===== src/rtl/idu_scoreboard_ctrl_pkg.sv =====
// Shared constants and types for the IDU scoreboard issue controller.
package idu_scoreboard_ctrl_pkg;

    localparam int GPR_NUM   = 32;
    localparam int CSR_NUM   = 8;
    localparam int CNT_W     = 2;
    localparam int INFL_W    = 4;
    localparam int GPR_IDX_W = 5;
    localparam int CSR_IDX_W = 3;

    typedef logic [CNT_W-1:0] sb_cnt_t;

    typedef struct packed {
        logic [GPR_IDX_W-1:0] rs1;
        logic [GPR_IDX_W-1:0] rs2;
        logic [GPR_IDX_W-1:0] rd;
        logic                 use_rs1;
        logic                 use_rs2;
        logic                 write_gpr;
        logic [CSR_IDX_W-1:0] csr_rs;
        logic [CSR_IDX_W-1:0] csr_rd;
        logic                 use_csr;
        logic                 write_csr;
    } issue_req_t;

endpackage


===== src/rtl/idu_scoreboard_ctrl_if.sv =====
// Decode/EXU/WB handshake bundle seen by the scoreboard controller.
interface idu_scoreboard_ctrl_if;
    import idu_scoreboard_ctrl_pkg::*;

    logic                 IDU_valid;
    logic                 IDU_ready;
    logic [GPR_IDX_W-1:0] IDU_rs1;
    logic [GPR_IDX_W-1:0] IDU_rs2;
    logic                 IDU_use_rs1;
    logic                 IDU_use_rs2;
    logic [GPR_IDX_W-1:0] IDU_rd;
    logic                 IDU_write_gpr;
    logic [CSR_IDX_W-1:0] IDU_csr_rs;
    logic                 IDU_use_csr;
    logic [CSR_IDX_W-1:0] IDU_csr_rd;
    logic                 IDU_write_csr;
    logic                 EXU_valid;
    logic                 EXU_ready;
    logic                 flush;
    logic                 WB_valid;
    logic                 WB_sb_gpr;
    logic [GPR_IDX_W-1:0] WB_rd;
    logic                 WB_sb_csr;
    logic [CSR_IDX_W-1:0] WB_csr_rd;
    logic                 sb_idle;
    logic                 sb_stall;

    modport master (
        output IDU_valid, IDU_rs1, IDU_rs2, IDU_use_rs1, IDU_use_rs2, IDU_rd,
               IDU_write_gpr, IDU_csr_rs, IDU_use_csr, IDU_csr_rd, IDU_write_csr,
               EXU_ready, flush, WB_valid, WB_sb_gpr, WB_rd, WB_sb_csr, WB_csr_rd,
        input  IDU_ready, EXU_valid, sb_idle, sb_stall
    );

    modport slave (
        input  IDU_valid, IDU_rs1, IDU_rs2, IDU_use_rs1, IDU_use_rs2, IDU_rd,
               IDU_write_gpr, IDU_csr_rs, IDU_use_csr, IDU_csr_rd, IDU_write_csr,
               EXU_ready, flush, WB_valid, WB_sb_gpr, WB_rd, WB_sb_csr, WB_csr_rd,
        output IDU_ready, EXU_valid, sb_idle, sb_stall
    );

endinterface


===== src/rtl/idu_sb_counter_bank.sv =====
// Bank of saturating-free pending counters with one allocate, one release and NRD read ports.
module idu_sb_counter_bank #(
    parameter int DEPTH = 32,
    parameter int WIDTH = 2,
    parameter int NRD   = 3,
    parameter int IDX_W = $clog2(DEPTH)
) (
    input  logic                       clk,
    input  logic                       rst,
    input  logic                       i_alloc,
    input  logic [IDX_W-1:0]           i_alloc_idx,
    input  logic                       i_rel,
    input  logic [IDX_W-1:0]           i_rel_idx,
    input  logic [NRD-1:0][IDX_W-1:0]  i_rd_idx,
    output logic [NRD-1:0][WIDTH-1:0]  o_rd_cnt
);

    logic [DEPTH-1:0][WIDTH-1:0] r_cnt;
    logic [DEPTH-1:0]            w_inc;
    logic [DEPTH-1:0]            w_dec;
    logic [WIDTH-1:0]            w_rel_cnt;

    assign w_inc     = i_alloc ? (DEPTH'(1) << i_alloc_idx) : {DEPTH{1'b0}};
    assign w_dec     = i_rel   ? (DEPTH'(1) << i_rel_idx)   : {DEPTH{1'b0}};
    assign w_rel_cnt = r_cnt[i_rel_idx];

    // Per-entry update; allocate and release on the same entry cancel, zero never underflows.
    always_ff @(posedge clk) begin
        if (rst) begin
            r_cnt <= '0;
        end else begin
            for (int i = 0; i < DEPTH; i++) begin
                if (w_inc[i] && !w_dec[i]) begin
                    r_cnt[i] <= r_cnt[i] + WIDTH'(1);
                end else if (w_dec[i] && !w_inc[i] && (r_cnt[i] != {WIDTH{1'b0}})) begin
                    r_cnt[i] <= r_cnt[i] - WIDTH'(1);
                end
            end
        end
    end

    // Read ports see only registered counts.
    always_comb begin
        o_rd_cnt = '0;
        for (int k = 0; k < NRD; k++) begin
            o_rd_cnt[k] = r_cnt[i_rd_idx[k]];
        end
    end

    idu_sb_counter_bank_chk #(.WIDTH(WIDTH)) u_chk (
        .clk       (clk),
        .rst       (rst),
        .i_rel     (i_rel),
        .i_rel_cnt (w_rel_cnt)
    );

endmodule


===== src/rtl/idu_sb_counter_bank_chk.sv =====
// Simulation checker: a release must never target a counter that is already zero.
module idu_sb_counter_bank_chk #(
    parameter int WIDTH = 2
) (
    input logic             clk,
    input logic             rst,
    input logic             i_rel,
    input logic [WIDTH-1:0] i_rel_cnt
);

    a_no_underflow: assert property (@(posedge clk) disable iff (rst)
        i_rel |-> (i_rel_cnt != {WIDTH{1'b0}}))
        else $error("scoreboard release of an idle counter");

endmodule


===== src/rtl/idu_scoreboard_ctrl.sv =====
// Decode-to-EXU issue controller tracking pending GPR/CSR writes.
// Optional IDU_SB_PERF_EN adds stall/issue performance counters.
module idu_scoreboard_ctrl #(
    parameter int CNT_W   = idu_scoreboard_ctrl_pkg::CNT_W,
    parameter int CSR_NUM = idu_scoreboard_ctrl_pkg::CSR_NUM,
    parameter int INFL_W  = idu_scoreboard_ctrl_pkg::INFL_W
) (
    input  logic                  clk,
    input  logic                  rst,
    idu_scoreboard_ctrl_if.slave  sb_if
`ifdef IDU_SB_PERF_EN
    ,
    output logic [31:0]           sb_stall_cnt,
    output logic [31:0]           sb_issue_cnt
`endif
);
    import idu_scoreboard_ctrl_pkg::*;

    issue_req_t                w_req;
    logic [2:0][CNT_W-1:0]     w_gcnt;
    logic [1:0][CNT_W-1:0]     w_ccnt;
    logic [INFL_W-1:0]         r_infl;
    logic                      w_alloc_gpr;
    logic                      w_alloc_any;
    logic                      w_rel_gpr;
    logic                      w_rel_csr;
    logic                      w_hazard;
    logic                      w_issue;
    logic                      w_infl_inc;
    logic                      w_infl_dec;

    assign w_req = '{rs1: sb_if.IDU_rs1, rs2: sb_if.IDU_rs2, rd: sb_if.IDU_rd,
                     use_rs1: sb_if.IDU_use_rs1, use_rs2: sb_if.IDU_use_rs2,
                     write_gpr: sb_if.IDU_write_gpr, csr_rs: sb_if.IDU_csr_rs,
                     csr_rd: sb_if.IDU_csr_rd, use_csr: sb_if.IDU_use_csr,
                     write_csr: sb_if.IDU_write_csr};

    assign w_alloc_gpr = w_req.write_gpr && (w_req.rd != 5'd0);
    assign w_alloc_any = w_alloc_gpr || w_req.write_csr;
    assign w_rel_gpr   = sb_if.WB_valid && sb_if.WB_sb_gpr && (sb_if.WB_rd != 5'd0);
    assign w_rel_csr   = sb_if.WB_valid && sb_if.WB_sb_csr;

    // x0 is never allocated, so its reads are masked rather than looked up.
    assign w_hazard =
        (w_req.use_rs1   && (w_req.rs1 != 5'd0) && (w_gcnt[0] != {CNT_W{1'b0}})) ||
        (w_req.use_rs2   && (w_req.rs2 != 5'd0) && (w_gcnt[1] != {CNT_W{1'b0}})) ||
        (w_req.use_csr   && (w_ccnt[0] != {CNT_W{1'b0}}))                       ||
        (w_alloc_gpr     && (w_gcnt[2] == {CNT_W{1'b1}}))                        ||
        (w_req.write_csr && (w_ccnt[1] == {CNT_W{1'b1}}))                        ||
        (w_alloc_any     && (r_infl == {INFL_W{1'b1}}));

    assign sb_if.EXU_valid = sb_if.IDU_valid && !sb_if.flush && !w_hazard;
    assign sb_if.IDU_ready = sb_if.flush || (sb_if.EXU_ready && !w_hazard);
    assign sb_if.sb_stall  = sb_if.IDU_valid && !sb_if.flush && w_hazard;
    assign sb_if.sb_idle   = (r_infl == {INFL_W{1'b0}});
    assign w_issue         = sb_if.EXU_valid && sb_if.EXU_ready;
    assign w_infl_inc      = w_issue && w_alloc_any;
    assign w_infl_dec      = w_rel_gpr || w_rel_csr;

    idu_sb_counter_bank #(.DEPTH(GPR_NUM), .WIDTH(CNT_W), .NRD(3)) u_gpr_bank (
        .clk         (clk),
        .rst         (rst),
        .i_alloc     (w_issue && w_alloc_gpr),
        .i_alloc_idx (w_req.rd),
        .i_rel       (w_rel_gpr),
        .i_rel_idx   (sb_if.WB_rd),
        .i_rd_idx    ({w_req.rd, w_req.rs2, w_req.rs1}),
        .o_rd_cnt    (w_gcnt)
    );

    idu_sb_counter_bank #(.DEPTH(CSR_NUM), .WIDTH(CNT_W), .NRD(2)) u_csr_bank (
        .clk         (clk),
        .rst         (rst),
        .i_alloc     (w_issue && w_req.write_csr),
        .i_alloc_idx (w_req.csr_rd),
        .i_rel       (w_rel_csr),
        .i_rel_idx   (sb_if.WB_csr_rd),
        .i_rd_idx    ({w_req.csr_rd, w_req.csr_rs}),
        .o_rd_cnt    (w_ccnt)
    );

    // One in-flight unit per allocating instruction, however many registers it writes.
    always_ff @(posedge clk) begin
        if (rst) begin
            r_infl <= {INFL_W{1'b0}};
        end else if (w_infl_inc && !w_infl_dec) begin
            r_infl <= r_infl + INFL_W'(1);
        end else if (w_infl_dec && !w_infl_inc && (r_infl != {INFL_W{1'b0}})) begin
            r_infl <= r_infl - INFL_W'(1);
        end
    end

`ifdef IDU_SB_PERF_EN
    logic [31:0] r_stall_cnt;
    logic [31:0] r_issue_cnt;

    // Free-running wrap-around event counters.
    always_ff @(posedge clk) begin
        if (rst) begin
            r_stall_cnt <= 32'd0;
            r_issue_cnt <= 32'd0;
        end else begin
            if (sb_if.sb_stall) r_stall_cnt <= r_stall_cnt + 32'd1;
            if (w_issue)        r_issue_cnt <= r_issue_cnt + 32'd1;
        end
    end

    assign sb_stall_cnt = r_stall_cnt;
    assign sb_issue_cnt = r_issue_cnt;
`endif

endmodule


===== src/flat_wrapper.sv =====
// flat-port wrapper written by rule: the top's interface ports become plain ports
module idu_scoreboard_ctrl_flat import idu_scoreboard_ctrl_pkg::*;
#(
    parameter int CNT_W   = idu_scoreboard_ctrl_pkg::CNT_W,
    parameter int CSR_NUM = idu_scoreboard_ctrl_pkg::CSR_NUM,
    parameter int INFL_W  = idu_scoreboard_ctrl_pkg::INFL_W
)
  (clk, rst, sb_if_IDU_valid, sb_if_IDU_rs1, sb_if_IDU_rs2, sb_if_IDU_use_rs1, sb_if_IDU_use_rs2, sb_if_IDU_rd, sb_if_IDU_write_gpr, sb_if_IDU_csr_rs, sb_if_IDU_use_csr, sb_if_IDU_csr_rd, sb_if_IDU_write_csr, sb_if_EXU_ready, sb_if_flush, sb_if_WB_valid, sb_if_WB_sb_gpr, sb_if_WB_rd, sb_if_WB_sb_csr, sb_if_WB_csr_rd, sb_if_IDU_ready, sb_if_EXU_valid, sb_if_sb_idle, sb_if_sb_stall);
  idu_scoreboard_ctrl_if sb_if_i ();
  input  logic clk;
  input  logic rst;
  input wire logic [$bits(sb_if_i.IDU_valid)-1:0] sb_if_IDU_valid;
  input wire logic [$bits(sb_if_i.IDU_rs1)-1:0] sb_if_IDU_rs1;
  input wire logic [$bits(sb_if_i.IDU_rs2)-1:0] sb_if_IDU_rs2;
  input wire logic [$bits(sb_if_i.IDU_use_rs1)-1:0] sb_if_IDU_use_rs1;
  input wire logic [$bits(sb_if_i.IDU_use_rs2)-1:0] sb_if_IDU_use_rs2;
  input wire logic [$bits(sb_if_i.IDU_rd)-1:0] sb_if_IDU_rd;
  input wire logic [$bits(sb_if_i.IDU_write_gpr)-1:0] sb_if_IDU_write_gpr;
  input wire logic [$bits(sb_if_i.IDU_csr_rs)-1:0] sb_if_IDU_csr_rs;
  input wire logic [$bits(sb_if_i.IDU_use_csr)-1:0] sb_if_IDU_use_csr;
  input wire logic [$bits(sb_if_i.IDU_csr_rd)-1:0] sb_if_IDU_csr_rd;
  input wire logic [$bits(sb_if_i.IDU_write_csr)-1:0] sb_if_IDU_write_csr;
  input wire logic [$bits(sb_if_i.EXU_ready)-1:0] sb_if_EXU_ready;
  input wire logic [$bits(sb_if_i.flush)-1:0] sb_if_flush;
  input wire logic [$bits(sb_if_i.WB_valid)-1:0] sb_if_WB_valid;
  input wire logic [$bits(sb_if_i.WB_sb_gpr)-1:0] sb_if_WB_sb_gpr;
  input wire logic [$bits(sb_if_i.WB_rd)-1:0] sb_if_WB_rd;
  input wire logic [$bits(sb_if_i.WB_sb_csr)-1:0] sb_if_WB_sb_csr;
  input wire logic [$bits(sb_if_i.WB_csr_rd)-1:0] sb_if_WB_csr_rd;
  output wire logic [$bits(sb_if_i.IDU_ready)-1:0] sb_if_IDU_ready;
  output wire logic [$bits(sb_if_i.EXU_valid)-1:0] sb_if_EXU_valid;
  output wire logic [$bits(sb_if_i.sb_idle)-1:0] sb_if_sb_idle;
  output wire logic [$bits(sb_if_i.sb_stall)-1:0] sb_if_sb_stall;
  assign sb_if_i.IDU_valid = sb_if_IDU_valid;
  assign sb_if_i.IDU_rs1 = sb_if_IDU_rs1;
  assign sb_if_i.IDU_rs2 = sb_if_IDU_rs2;
  assign sb_if_i.IDU_use_rs1 = sb_if_IDU_use_rs1;
  assign sb_if_i.IDU_use_rs2 = sb_if_IDU_use_rs2;
  assign sb_if_i.IDU_rd = sb_if_IDU_rd;
  assign sb_if_i.IDU_write_gpr = sb_if_IDU_write_gpr;
  assign sb_if_i.IDU_csr_rs = sb_if_IDU_csr_rs;
  assign sb_if_i.IDU_use_csr = sb_if_IDU_use_csr;
  assign sb_if_i.IDU_csr_rd = sb_if_IDU_csr_rd;
  assign sb_if_i.IDU_write_csr = sb_if_IDU_write_csr;
  assign sb_if_i.EXU_ready = sb_if_EXU_ready;
  assign sb_if_i.flush = sb_if_flush;
  assign sb_if_i.WB_valid = sb_if_WB_valid;
  assign sb_if_i.WB_sb_gpr = sb_if_WB_sb_gpr;
  assign sb_if_i.WB_rd = sb_if_WB_rd;
  assign sb_if_i.WB_sb_csr = sb_if_WB_sb_csr;
  assign sb_if_i.WB_csr_rd = sb_if_WB_csr_rd;
  assign sb_if_IDU_ready = sb_if_i.IDU_ready;
  assign sb_if_EXU_valid = sb_if_i.EXU_valid;
  assign sb_if_sb_idle = sb_if_i.sb_idle;
  assign sb_if_sb_stall = sb_if_i.sb_stall;
  idu_scoreboard_ctrl #(.CNT_W(CNT_W), .CSR_NUM(CSR_NUM), .INFL_W(INFL_W)) u_core (.clk(clk), .rst(rst), .sb_if(sb_if_i));
endmodule

===== config.mk =====
export PLATFORM = sky130hd
export DESIGN_NAME = idu_scoreboard_ctrl_flat
export DESIGN_NICKNAME = d
export VERILOG_FILES = /design/src/rtl/idu_scoreboard_ctrl_pkg.sv /design/src/rtl/idu_scoreboard_ctrl_if.sv /design/src/rtl/idu_sb_counter_bank.sv /design/src/rtl/idu_sb_counter_bank_chk.sv /design/src/rtl/idu_scoreboard_ctrl.sv /design/src/flat_wrapper.sv
export SDC_FILE = /design/constraint.sdc
export NUM_CORES = 1
export LEC_CHECK = 0
export CAP_MARGIN = 20
export CORE_UTILIZATION = 55
export DETAILED_ROUTE_END_ITERATION = 12
export DONT_BUFFER_PORTS = 1
export HOLD_SLACK_MARGIN = 0.02
export PLACE_DENSITY_LB_ADDON = 0.12
export SETUP_SLACK_MARGIN = 0.2
export SKIP_LAST_GASP = 1
export SLEW_MARGIN = 20
export SYNTH_ARGS = -nofsm -noshare
export SYNTH_HDL_FRONTEND = slang
export SYNTH_HIERARCHICAL = 1
export SYNTH_SLANG_ARGS = --single-unit

===== constraint.sdc =====
create_clock -name clk -period 4.1 [get_ports clk]
set_clock_uncertainty 0.1 [all_clocks]
set_input_delay 0.205 -clock clk [delete_from_list [all_inputs] [get_ports clk]]
set_output_delay 0.205 -clock clk [all_outputs]
set_load 0.01 [all_outputs]

==> results.cfg <==
[routing]
vias_per_cell = 7.159
drc = 0
drt_iter0_markers = 706
routed_wl_mm = 22.66
routedWlPerCell_um = 22.02
drtAntennaViolNets = 0
drtPass1Iterations = 5
vias = 7367

[cells_and_area]
drive_gt1_share_pct = 14.89
final_common_cell = mux2i_1
n_antenna_cell = 0
mostFrequentLayoutCells = mux2i_1 (95), dfxtp_1 (81), a21oi_1 (54), nor2_1 (51), a22oi_1 (42)
syn_to_final_growth_pct = 6.028
nets = 894

[logic_synthesis]
yosysUniqueCellTypes = 77
synth_cells = 872
async_flop_share_pct = 0
synth_top_area_cell = dfxtp_1
synth_edf_count = 0
seq_area_frac_synth_pct = 22.44
avgSynthCellArea_um2 = 8.593
netlist_top_cells_area = dfxtp_1 (22%), mux2i_1 (13%), a22oi_1 (4.2%)
synth-main-ff-cell = dfxtp_1
synth_top_area_share_pct = 22.44
synth_nets = 917
synth-seq-cells = 84
syn_area_mm2 = 0.007493
yosysWarnings = 6

[hold_path]
hold_path.class = primary input to register
min_path_cells = 3

[run_status]
status = completed

[sta]
finalCritPeriodShare_pct = 92.55
rsz0062_at_grt = true
max_slew.worst_pin.slew_ns = 1.046
relSlewSlack_pct = 30.18
period_minus_slack_ns = 3.795
finalHoldViolCount = 0
fin_setup_tns_ns = 0
finalSetupViolCount = 0
slew_violations = 0
timing.hold.ws_ns = 0.01361
max_clock_freq_mhz = 263.5

[cts]
root_buffer = clkbuf_16
clk_pin_slew_ns = 0.06
cts_buffer_depth = 2
cts_sinks = 84
cts_buffers = 9
h-tree-depth = 3
cts_tree = yes
clk_latency_ns = 0.36

[floorplanning]
core-area_mm2 = 0.01324
start_util_pct = 56.59
row_count = 42
die_x_um = 118.7
die_h_um = 118.7
ios = 46
die-area_mm2 = 0.01410

[critical_path]
critPathMaxStageDelay_ns = 0.38
crit_arrival_ns = 3.96
startpoint_type = register
ff2ff_path_depth = 16
worstPathMaxFanout = 14
slowest_stage = dfxtp_1
crit_type = register to register
cp_data_required_time_ns = 4.27
crit_chain = mux2i_2 > a22oi_1 > and4b_1 > a31oi_1 > o311ai_0 > o221ai_1 > and4_4 > o211ai_1 > nor2_2 > and3_4 > or3b_1 > buf_6 > nor2_2 > a21boi_2 > nor2_1 > a221oi_2
cp-end-kind = register
crit_path_frequent_cell = nor2_2

[power]
vdd_drop_max_v = 0.0001839
power_density_mw_per_mm2 = 254.9
p_leak_nw = 2.721
finalPower_mw = 2.025

[grt]
grt-ovfl-total = 0
grt_pass1_vias = 6853
grt_usage_pct = 32.75
antenna_found_initial = 0
grt_max_degree = 86
grt_pass1_wl_mm = 36.16

[placed_design]
portBuffers = 0
dp_hpwl_mm = 16.61
place.gp.congestion = 0.9641

[job]
max_cap_violations = 0
==> power by group <==
part	total [mW]	switching (mW)	internal [mW]
logic	0.293	0.156	0.137
registers	0.848	0.0181	0.830
clock network	0.884	0.356	0.528
==> final timing paths <==
check / startpoint / slack [ns] / end
worst min register to register: u_core/u_csr_bank/r_cnt[4] / 0.44 / u_core/u_csr_bank/r_cnt[5]
worst max register to register: u_core/u_gpr_bank/r_cnt[24] / 0.31 / u_core/u_gpr_bank/r_cnt[24]
worst min-delay path: sb_if_WB_rd[2] / 0.01 / u_core/u_gpr_bank/r_cnt[52]
worst max-delay path: u_core/u_gpr_bank/r_cnt[24] / 0.31 / u_core/u_gpr_bank/r_cnt[24]
==> routing by layer <==
layer	vias up	global-route usage (%)	share of wire [%]
met1	3580	42.79	42
li1	3402	-	-
met5	-	0	0
met2	335	51.02	46
met4	0	15.90	3.3
met3	50	6.998	9.2
==> synthesized netlist by cell type (5+ instances only) <==
master      n
mux2i_1    97
a22oi_1    42
buf_6       7
clkbuf_1   22
nor3_1     34
nor2_1     55
dfxtp_1    84
o21a_1     12
buf_4       9
or3b_2      8
or3b_1      5
o211ai_2    8
nor4_1     14
nand3_1    23
or4_1       5
xor2_1      6
a221oi_1   15
o21ai_1     7
and4b_1     9
a211oi_2   13
nand4b_1   13
nand2_1    27
and2_1      6
a211o_1     5
o211ai_1    8
mux4_2      8
and4_1     10
a31oi_1     6
nor3b_1     8
and3_1     21
nand3b_1   18
nor3b_2     9
a21oi_1    54
nor2b_1     9
inv_1      23
buf_2      18
o311ai_0    6
xnor2_1     9
o21ai_0    35
a211oi_1   30
a2111oi_0   7
==> final cells by class <==
class	count	area, um2
tap	176	220.2
clock inverter	5	77.57
fill	1221	5298
clock buffer	10	229.0
inverter	27	101.3
sequential	84	1685
timing repair buffer	23	209.0
multi-input combinational	704	5423
==> what timing repair did <==
item | in CTS | in global routing
endpoints found under the hold margin | 84 | 0
buffers inserted | 0 | 2
hold buffers | 1 | 0
resized for setup | 1 | 15
endpoints found under the setup margin | 2 | 47
pin swaps | 0 | 4
==> sequential cells by signal (all words and copies together) (netlist names) <==
| name | count |
|---|---|
| u_core/r_infl | 4 |
| u_core/u_csr_bank/r_cnt | 16 |
| u_core/u_gpr_bank/r_cnt | 64 |
==> kinds of logic (layout without fill, tap and decap cells) <==
| family | count (synthesis) | after routing | synth area share (%) |
|---|---|---|---|
| xor gates and xnor gates | 15 | 15 | 1.753 |
| buffers and inverters | 84 | 65 | 5.660 |
| adders and majority gates | 3 | 3 | 0.6011 |
| muxes | 110 | 110 | 16.11 |
| and+or+nand+nor | 303 | 303 | 26.15 |
| DFF | 84 | 84 | 22.44 |
| AOI/OAI and AO/OA | 273 | 273 | 27.28 |
==> stage by stage <==
step / instances / utilization [%] / cell area [um2] / setup WS [ns]
finish: 1029 / 60.00 / 7945 / 0.3053
global route: 1029 / 60.00 / 7945 / 0.1923
global placement: 1010 / 56.98 / 7546 / 0.3698
floorplan: 872 / - / 7493 / 0.4588
detailed placement: 1010 / 56.98 / 7546 / 0.2053
CTS: 1026 / 59.51 / 7881 / 0.2263
==> critical path, delay by kind of cell (launching register included) <==
kind / cells / cell delay [ns]
buf+inv: 1 / 0.19
compound gates: 7 / 1.28
mux: 1 / 0.25
simple gates: 7 / 1.50
flops: 1 / 0.38
Note: power is estimated with default switching activity, not from simulation.
